--- config.mk ---
export PLATFORM = sky130hd
export DESIGN_NAME = lvds_pattern_gen
export DESIGN_NICKNAME = d
export VERILOG_FILES = /design/src/rtl/lvds_pattern_pkg.sv /design/src/rtl/TLVDS_OBUF.sv /design/src/rtl/lvds_prescaler.sv /design/src/rtl/lvds_pattern_gen.sv
export SDC_FILE = /design/constraint.sdc
export NUM_CORES = 1
export LEC_CHECK = 0
export BUFFER_PORTS_ARGS = -buffer_cell sky130_fd_sc_hd__buf_2
export CAP_MARGIN = 25
export CELL_PAD_IN_SITES_DETAIL_PLACEMENT = 1
export CELL_PAD_IN_SITES_GLOBAL_PLACEMENT = 2
export CORE_MARGIN = 8
export CORE_UTILIZATION = 32
export CTS_CLUSTER_SIZE = 30
export DETAILED_ROUTE_END_ITERATION = 16
export PLACE_DENSITY_LB_ADDON = 0.1
export SYNTH_ARGS = -nofsm -noshare
export SYNTH_HDL_FRONTEND = slang
export SYNTH_SLANG_ARGS = --single-unit
--- constraint.sdc ---
create_clock -name clk -period 1.79 [get_ports clk]
set_input_delay 0.0895 -clock clk [delete_from_list [all_inputs] [get_ports clk]]
set_output_delay 0.0895 -clock clk [all_outputs]
set_load 0.01 [all_outputs]
--- src/rtl/lvds_pattern_pkg.sv ---
// Shared types and PRBS7 constants for the LVDS pattern generator.
// PRBS logic is only built when LVDS_PATTERN_PRBS_EN is defined.
package lvds_pattern_pkg;

  typedef enum logic [1:0] {
    STATIC = 2'd0,
    TOGGLE = 2'd1,
    WALK   = 2'd2,
    PRBS   = 2'd3
  } mode_e;

  typedef enum logic [1:0] {
    INIT = 2'd0,
    RUN  = 2'd1,
    SYNC = 2'd2
  } state_e;

  localparam int unsigned PRBS_W = 7;
  localparam logic [PRBS_W-1:0] PRBS_SEED = 7'h7F;
  localparam int unsigned PRBS_TAP_A = 6;
  localparam int unsigned PRBS_TAP_B = 5;

  // One PRBS7 shift: x^7 + x^6 + 1, feedback enters at bit 0.
  function automatic logic [PRBS_W-1:0] prbs_step(input logic [PRBS_W-1:0] lfsr);
    return {lfsr[PRBS_W-2:0], lfsr[PRBS_TAP_A] ^ lfsr[PRBS_TAP_B]};
  endfunction

endpackage

--- src/rtl/TLVDS_OBUF.sv ---
// Behavioural stand-in for the vendor true-LVDS output buffer; the vendor
// library cell replaces this file in the implementation flow.
module TLVDS_OBUF (
  input  logic I,
  output logic O,
  output logic OB
);

  assign O  = I;
  assign OB = ~I;

endmodule

--- src/rtl/lvds_prescaler.sv ---
// Tick prescaler: counts 0..div and strobes tick on terminal count while enabled.
module lvds_prescaler #(
  parameter int unsigned DIV_W = 26
) (
  input  logic             clk,
  input  logic             rst_n,
  input  logic             clr,
  input  logic             en,
  input  logic [DIV_W-1:0] div,
  output logic             tick
);

  logic [DIV_W-1:0] cnt;
  logic             at_tc;

  assign at_tc = (cnt == div);
  assign tick  = en && at_tc;

  always_ff @(posedge clk or negedge rst_n) begin
    if (!rst_n) begin
      cnt <= '0;
    end else if (clr) begin
      cnt <= '0;
    end else if (en) begin
      cnt <= at_tc ? '0 : cnt + DIV_W'(1);
    end
  end

endmodule

--- src/rtl/lvds_pattern_gen.sv ---
// Multi-channel LVDS pattern generator (static/toggle/walking/PRBS7) with
// runtime divider and per-channel inversion. PRBS7 needs LVDS_PATTERN_PRBS_EN.
module lvds_pattern_gen
  import lvds_pattern_pkg::*;
#(
  parameter int unsigned       CHANNELS    = 4,
  parameter int unsigned       DIV_W       = 26,
  parameter logic [DIV_W-1:0]  DEFAULT_DIV = DIV_W'(26'h0FF_FFFF)
) (
  input  logic                clk,
  input  logic                rst_n,
  input  logic                cfg_valid,
  output logic                cfg_ready,
  input  logic [1:0]          cfg_mode,
  input  logic [DIV_W-1:0]    cfg_div,
  input  logic [CHANNELS-1:0] cfg_inv,
  output logic                tick,
  output logic [CHANNELS-1:0] tlvds_p,
  output logic [CHANNELS-1:0] tlvds_n
);

  state_e              state, state_nxt;
  logic                cfg_ready_nxt;
  logic                hs;
  mode_e               mode_q, cfg_mode_eff;
  logic [DIV_W-1:0]    div_q;
  logic [CHANNELS-1:0] inv_q;
  logic [CHANNELS-1:0] pat, pat_nxt, pat_seed, pat_adv, pat_rot;
  logic [CHANNELS-1:0] data_q;

  assign hs = cfg_valid && cfg_ready;

  // Control FSM: state register.
  always_ff @(posedge clk or negedge rst_n) begin
    if (!rst_n) begin
      state     <= INIT;
      cfg_ready <= 1'b0;
    end else begin
      state     <= state_nxt;
      cfg_ready <= cfg_ready_nxt;
    end
  end

  // Control FSM: next state; cfg_ready is registered so it tracks state==RUN.
  always_comb begin
    state_nxt     = state;
    cfg_ready_nxt = 1'b0;
    case (state)
      INIT:    state_nxt = RUN;
      RUN:     if (hs) state_nxt = SYNC;
      SYNC:    state_nxt = RUN;
      default: state_nxt = INIT;
    endcase
    cfg_ready_nxt = (state_nxt == RUN);
  end

  // Counter is cleared on the way into SYNC so it sits at 0 throughout SYNC.
  lvds_prescaler #(.DIV_W(DIV_W)) u_prescaler (
    .clk   (clk),
    .rst_n (rst_n),
    .clr   (state_nxt != RUN),
    .en    (state == RUN),
    .div   (div_q),
    .tick  (tick)
  );

  always_comb begin
`ifdef LVDS_PATTERN_PRBS_EN
    cfg_mode_eff = mode_e'(cfg_mode);
`else
    cfg_mode_eff = (cfg_mode == 2'd3) ? TOGGLE : mode_e'(cfg_mode);
`endif
  end

  // Rotate-left by one; degenerates to a hold when CHANNELS==1.
  for (genvar g = 0; g < CHANNELS; g++) begin : g_rot
    assign pat_rot[g] = pat[(g + CHANNELS - 1) % CHANNELS];
  end

`ifdef LVDS_PATTERN_PRBS_EN
  logic [PRBS_W-1:0]   lfsr, lfsr_adv;
  logic [CHANNELS-1:0] pat_prbs_seed, pat_prbs_adv;

  assign lfsr_adv = prbs_step(lfsr);

  for (genvar g = 0; g < CHANNELS; g++) begin : g_prbs_map
    assign pat_prbs_seed[g] = PRBS_SEED[g % PRBS_W];
    assign pat_prbs_adv[g]  = lfsr_adv[g % PRBS_W];
  end

  always_ff @(posedge clk or negedge rst_n) begin
    if (!rst_n) begin
      lfsr <= PRBS_SEED;
    end else if (state != RUN) begin
      lfsr <= PRBS_SEED;
    end else if (tick && !hs && (mode_q == PRBS)) begin
      lfsr <= lfsr_adv;
    end
  end
`endif

  always_comb begin
    pat_seed = '0;
    pat_adv  = '0;
    case (mode_q)
      TOGGLE: pat_adv = ~pat;
      WALK: begin
        pat_seed = CHANNELS'(1);
        pat_adv  = pat_rot;
      end
`ifdef LVDS_PATTERN_PRBS_EN
      PRBS: begin
        pat_seed = pat_prbs_seed;
        pat_adv  = pat_prbs_adv;
      end
`endif
      default: ;
    endcase
  end

  // A handshake in a tick cycle wins: the advance is dropped, SYNC reseeds.
  always_comb begin
    pat_nxt = pat;
    if (state != RUN) begin
      pat_nxt = pat_seed;
    end else if (tick && !hs) begin
      pat_nxt = pat_adv;
    end
  end

  always_ff @(posedge clk or negedge rst_n) begin
    if (!rst_n) begin
      mode_q <= TOGGLE;
      div_q  <= DEFAULT_DIV;
      inv_q  <= '0;
      pat    <= '0;
      data_q <= '0;
    end else begin
      if (hs) begin
        mode_q <= cfg_mode_eff;
        div_q  <= cfg_div;
        inv_q  <= cfg_inv;
      end
      pat    <= pat_nxt;
      data_q <= pat ^ inv_q;
    end
  end

  for (genvar g = 0; g < CHANNELS; g++) begin : g_obuf
    TLVDS_OBUF u_obuf (
      .I  (data_q[g]),
      .O  (tlvds_p[g]),
      .OB (tlvds_n[g])
    );
  end

endmodule

==> out/metrics.yaml, run 1 <==
dp_hpwl_um: 7370
fmax_ghz: 0.455
globalplace.congestion: 0.776
drt_iter0_drc: 137
leakage_uw: 0.00240
status: "complete, but fails checks"
crit_required_ns: 1.70
cts_tree: "built"
clk_pin_slew_worst_paths_ns: 0.08
ys_ff_latch: 69
cp.arrival_ns: 2.11
synth_ff_type: "dfrtp_1"
syn_nets: 425
clock_skew_ns: 0.00879
grt_max_degree: 70
ios: 45
syn_area_per_cell_um2: 9.19
ctsLongestPathBuffers: 2
die_area_mm2: 0.0147
grt_pass1_vias: 3449
synth-seq-area-share: 0.494
track_usage: 0.154
grt_pass1_wl_um: 17700
htree_levels: 3
clock-sinks: 69
fin_util: 0.490
rows: 38
synth_edf_count: 0
die_y_um: 121
n_antenna_cell: 0
synth_common_cells: "nand2_1 (118), dfrtp_1 (44), xnor2_1 (26)"
yosysWarnings: 0
min_period_ns: 2.20
cp_max_fo: 6
die_width_um: 121
numCtsBuffers: 9
synth_top_area_cell: "dfrtp_1"
drc: 0
cp-end-kind: "primary output"
syn_inst: 387
finalHoldViolations: 0
ir_drop_mv: 0.717
synth.distinct_cells: 45
relSlewSlack: 0.436
drive_gt1_frac: 0.395
fin_crit_sh: 1.23
critPathKind: "flop to primary output"
via_count: 3237
synth_top_area_share: 0.310
ant_nets: 0
rsz0062_at_grt: "yes"
synth_most_common_cell: "nand2_1"
async_flop_share: 1.00
grt_overflow: 0
hold_class: "primary input to flop"
drv_cap: 0
fin_nets: 554
dpl_cell_area_mm2: 0.00427
antenna_found_initial: 0
start_util: 0.328
powerDensity_mw_per_mm2: 1230
port_buffers: 44
yosys-top-cells-area: "dfrtp_1 (31%), dfstp_2 (18%), nand2_1 (12%)"
cp-start-kind: "flop"
finalSetupViolCount: 31
violations: "setup timing"
clock_latency_ns: 0.35
fin_ws_ns: -0.409
viasPerCell: 4.90
coreArea_mm2: 0.0108
wl_per_cell_um: 16.9
final_area_mm2: 0.00531
firstDrtPassIters: 4
area_delta_synth_final_pct: 49.3
root_buffer: "clkbuf_8"
place_ws_ns: -0.306
worst-slew-pin-transition_ns: 0.845
drv_slew: 0
finalWirelength_um: 11200
syn_area_mm2: 0.00356
registers in the layout, summed over array words and instances (netlist names):
register         count
u_prescaler.cnt     26
data_q               4
div_q               26
mode_q               2
inv_q                4
pat                  4
cfg_ready            1
state                2
cells in the final DEF (no fill, tap or decap), types with 3 or more instances in the layout:
master,count
buf_12,3
nand2b_1,3
buf_4,53
a22oi_1,3
dfrtp_2,3
nand4_1,11
nand2_1,116
xnor2_1,24
buf_6,11
a21oi_2,7
dfstp_2,25
inv_1,16
a21o_1,3
ha_1,3
a22o_1,6
dfrtp_1,41
a31oi_1,5
a21oi_1,5
clkbuf_8,9
dlygate4sd3_1,32
nand3_1,13
buf_2,43
mux2i_1,3
xnor2_2,3
nand3_2,7
xor2_1,4
o311ai_4,7
o21ai_0,5
nor2_1,9
o21ai_2,3
power by group:
group / internal [µW] / leakage (µW) / switching (µW) / total, µW
Sequential: 2170 / 0.000844 / 358 / 2530
Clock: 507 / 0.0000856 / 662 / 1170
Combinational: 1340 / 0.00147 / 1500 / 2840
per-stage QoR:
| step | setup TNS, ns | power [µW] | cells | hold slack [ns] |
|---|---|---|---|---|
| floorplan | -1.33 | 3870 | 387 | -0.206 |
| global placement | -6.01 | 4670 | 601 | 0.152 |
| detailed placement | -6.91 | 4720 | 601 | 0.152 |
| CTS | -7.87 | 6300 | 654 | 0.0000989 |
| global route | -11.00 | 6970 | 661 | 0.0234 |
| finish | -8.39 | 6540 | 661 | 0.0329 |
final timing paths:
path / depth (start not counted) / from / slack [ns] / end
min in group asynchronous: 3 / rst_n / 0.27 / data_q[1]$_DFF_PN0_
max in group asynchronous: 3 / rst_n / 1.13 / div_q[10]$_DFFE_PN1P_
min: 3 / cfg_div[20] / 0.03 / div_q[20]$_DFFE_PN1P_
min reg2reg: 1 / inv_q[1]$_DFFE_PN0P_ / 0.46 / data_q[1]$_DFF_PN0_
max reg2reg: 8 / u_prescaler.cnt[6]$_DFFE_PN0P_ / -0.35 / u_prescaler.cnt[15]$_DFFE_PN0P_
max: 8 / u_prescaler.cnt[6]$_DFFE_PN0P_ / -0.41 / tick
critical path, stage by stage, from the launching register on:
cell	delay, ns
dfrtp_2	0.49
xnor2_1	0.18
nand4_1	0.17
nor4_4	0.35
buf_4	0.18
nand2_4	0.05
buf_6	0.11
nor2_4	0.12
buf_6	0.11
timing repair:
item,4_1_cts,5_1_grt
endpoints found under the hold margin,74,1
hold buffers,31,1
pin swaps,14,13
resized for setup,51,34
gates cloned,1,3
buffers inserted,5,4
setup endpoints to repair,31,31
per-layer routing:
metal | vias to the layer above | track usage | routed length, µm
met5 | - | 0 | 0
met4 | 0 | 0.0370 | 143
met1 | 1631 | 0.192 | 5220
met3 | 14 | 0.0382 | 281
li1 | 1552 | - | -
met2 | 40 | 0.259 | 5550
cells by family (layout without fill, tap and decap cells):
logic type      count (synthesis)  in the layout  synth area share
xor+xnor                       32             32            0.0862
mux                             3              3           0.00844
fa+ha+maj                       3              3            0.0106
buf+inv                        44            178            0.0619
compound gates                 52             52            0.0988
simple gates                  184            184             0.240
flops                          69             69             0.494
area by class of cell:
class,instances,area [µm²]
Tap cell,140,175
Clock buffer,9,124
Timing Repair Buffer,146,1210
Inverter,16,60.1
Fill cell,1227,5530
Multi-Input combinational cell,274,1930
Sequential cell,69,1760
Clock inverter,7,51.3
(Power assumes the default switching activity.)
==> inputs of run 2 (changes only) <==
--- a/config.mk
+++ b/config.mk
@@ -5,12 +5,13 @@
 export SDC_FILE = /design/constraint.sdc
 export NUM_CORES = 1
 export LEC_CHECK = 0
+export ABC_AREA = 1
 export BUFFER_PORTS_ARGS = -buffer_cell sky130_fd_sc_hd__buf_2
 export CAP_MARGIN = 25
 export CELL_PAD_IN_SITES_DETAIL_PLACEMENT = 1
 export CELL_PAD_IN_SITES_GLOBAL_PLACEMENT = 2
 export CORE_MARGIN = 8
-export CORE_UTILIZATION = 32
+export CORE_UTILIZATION = 31
 export CTS_CLUSTER_SIZE = 30
 export DETAILED_ROUTE_END_ITERATION = 16
 export PLACE_DENSITY_LB_ADDON = 0.1
==> out/metrics.yaml, run 2 <==
status: "complete, but fails checks"
violations: "setup timing"
crit_path_max_incr_delay_ns: 0.39
antenna_found_initial: 0
cp.arrival_ns: 1.73
r2r_cells: 13
finalSetupViolCount: 1
final_common_cell: "nand2_1"
n_antenna_cell: 0
crit_path_top_delay_cell: "dfrtp_1"
seq_area_mm2: 0.00176
grt_pass1_wl_um: 22100
port_buffers: 44
synth_top_area_cell: "dfrtp_1"
wl_per_cell_um: 15.4
synth_ff_type: "dfrtp_1"
grt_pass1_vias: 4234
worstHoldPathCells: 3
track_usage: 0.158
drv_slew: 0
yosys-top-cells-area: "dfrtp_1 (26%), nand2_1 (19%), dfstp_2 (16%)"
critPathKind: "flop to primary output"
cts_tree: "built"
syn_nets: 602
coreArea_mm2: 0.0133
hold_slack_ns: 0.0221
clock_latency_ns: 0.34
cp_common_cell: "nand2_2"
grt_overflow: 0
powerDensity_mw_per_mm2: 1330
fmax_ghz: 0.549
final_cell_mix: "nand2_1 (190), buf_4 (48), inv_1 (46), buf_2 (43), dfrtp_1 (40)"
crit_required_ns: 1.70
ir_drop_mv: 0.564
multi_input_area_mm2: 0.00222
area_delta_synth_final_pct: 37.6
rows: 42
fin_nets: 717
synth-seq-area-share: 0.416
synth_common_cells: "nand2_1 (213), inv_1 (51), dfrtp_1 (44)"
drv_cap: 0
drt_iter0_drc: 159
firstDrtPassIters: 4
dp_hpwl_um: 9620
die_area_mm2: 0.0176
globalplace.congestion: 0.792
cp_max_fo: 5
finalWirelength_um: 13200
ys_ff_latch: 69
clk_pin_slew_worst_paths_ns: 0.06
yosysWarnings: 0
ctsLongestPathBuffers: 2
syn_inst: 564
htree_levels: 3
die_y_um: 133
hold_class: "primary input to flop"
drive_gt1_frac: 0.355
rsz0062_at_grt: "yes"
cp-end-kind: "primary output"
root_buffer: "clkbuf_16"
synth_top_area_share: 0.260
ant_nets: 0
fin_ws_ns: -0.0312
grt_max_degree: 70
min_period_ns: 1.82
synth.distinct_cells: 30
worst-slew-pin-transition_ns: 0.395
viasPerCell: 4.54
ios: 45
syn_area_per_cell_um2: 7.50
leakage_uw: 0.00274
clock_skew_ns: 0.00714
path_cells: "buf_6 -> inv_2 -> nand2_2 -> nand2_2 -> nand2_2 -> nor2_4 -> nand2_2 -> nor2_4 -> nand2_4 -> nor2_4 -> buf_6"
reg_top3: "div_q x26, u_prescaler.cnt x26"
power_uw: 7740
cp-start-kind: "flop"
synth_most_common_cell: "nand2_1"
rrSetupSlack_ns: 0.04
n_fill_cell: 1607
finalHoldViolations: 0
numCtsBuffers: 9
relSlewSlack: 0.737
syn_area_mm2: 0.00423
via_count: 3901
fin_crit_sh: 1.02
drc: 0
start_util: 0.318
synth_edf_count: 0
clock-sinks: 69
async_flop_share: 1.00
die_width_um: 133
==> run 2: cell count changes after synthesis, sizes merged, moves of 8 or more <==
| cell | previous run | this run |
|---|---|---|
| xor2 | 4 | 19 |
| nand2 | 118 | 219 |
| o311ai | 8 | 0 |
| a21oi | 12 | 1 |
| xnor2 | 28 | 13 |
| nor2 | 11 | 46 |
| inv | 16 | 67 |
| nand3 | 22 | 31 |
| o21ai | 10 | 52 |
==> run 2: final timing paths <==
kind | startpoint | end
max in group asynchronous | rst_n | div_q[23]$_DFFE_PN1P_
min | cfg_mode[0] | mode_q[0]$_DFFE_PN1P_
min in group asynchronous | rst_n | u_prescaler.cnt[0]$_DFFE_PN0P_
max reg2reg | u_prescaler.cnt[0]$_DFFE_PN0P_ | u_prescaler.cnt[12]$_DFFE_PN0P_
max | u_prescaler.cnt[0]$_DFFE_PN0P_ | tick
min reg2reg | inv_q[0]$_DFFE_PN0P_ | data_q[0]$_DFF_PN0_
==> run 2: where the power goes <==
group	internal, µW	switching, µW
combinational	1300	1810
sequential	2170	359
clock	1400	696
total	4880	2860
==> run 2: metal layers <==
| layer | routed length (µm) | GRT usage | vias to the layer above | part of all wire |
|---|---|---|---|---|
| met2 | 6430 | 0.268 | 43 | 0.49 |
| met3 | 307 | 0.0284 | 10 | 0.023 |
| li1 | - | - | 1956 | - |
| met5 | 0 | 0 | - | 0 |
| met1 | 6310 | 0.197 | 1892 | 0.48 |
| met4 | 180 | 0.0530 | 0 | 0.014 |
==> run 2: logic make-up (layout without fill, tap and decap cells) <==
kind of cell | count (synthesis) | count (layout) | synth area share
adder cells (fa/ha/maj) | 3 | 3 | 0.00888
AO/OA/AOI/OAI | 53 | 53 | 0.0805
buffers and inverters | 95 | 215 | 0.105
flip-flops | 69 | 69 | 0.416
XOR/XNOR | 32 | 32 | 0.0663
AND/OR/NAND/NOR | 312 | 312 | 0.323
==> run 2: through the flow <==
stage / utilization / setup slack, ns / cell area (µm²) / setup TNS, ns / cells
floorplan: - / 0.269 / 4230 / 0 / 564
global placement: 0.359 / -0.0187 / 4780 / -0.245 / 791
detailed placement: 0.359 / -0.00258 / 4780 / -0.00537 / 791
CTS: 0.425 / -0.0583 / 5650 / -0.0583 / 854
global route: 0.437 / -0.103 / 5820 / -0.527 / 860
finish: 0.437 / -0.0312 / 5820 / -0.0312 / 860
==> run 2: area by class of cell <==
type / instances / area share
multi-input cells: 400 / 0.382
flip-flops and latches: 69 / 0.303
repair buffers: 130 / 0.174
inverters: 69 / 0.0450
clock buffers: 12 / 0.0424
well taps: 176 / 0.0379
clock inverters: 4 / 0.0164
==> run 2: critical path, delay by kind of cell (launching register included) <==
| family | cells | cell delay [ns] |
|---|---|---|
| buffers and inverters | 3 | 0.31 |
| AND/OR/NAND/NOR | 8 | 0.69 |
| flip-flops | 1 | 0.39 |
==> run 2: what timing repair did <==
| item | 4_1_cts | 5_1_grt |
|---|---|---|
| pin swaps | 14 | 17 |
| setup endpoints to repair | 18 | 30 |
| setup buffers | 15 | 6 |
| hold buffers | 32 | 0 |
| resized for setup | 28 | 36 |
| hold endpoints to repair | 75 | 0 |
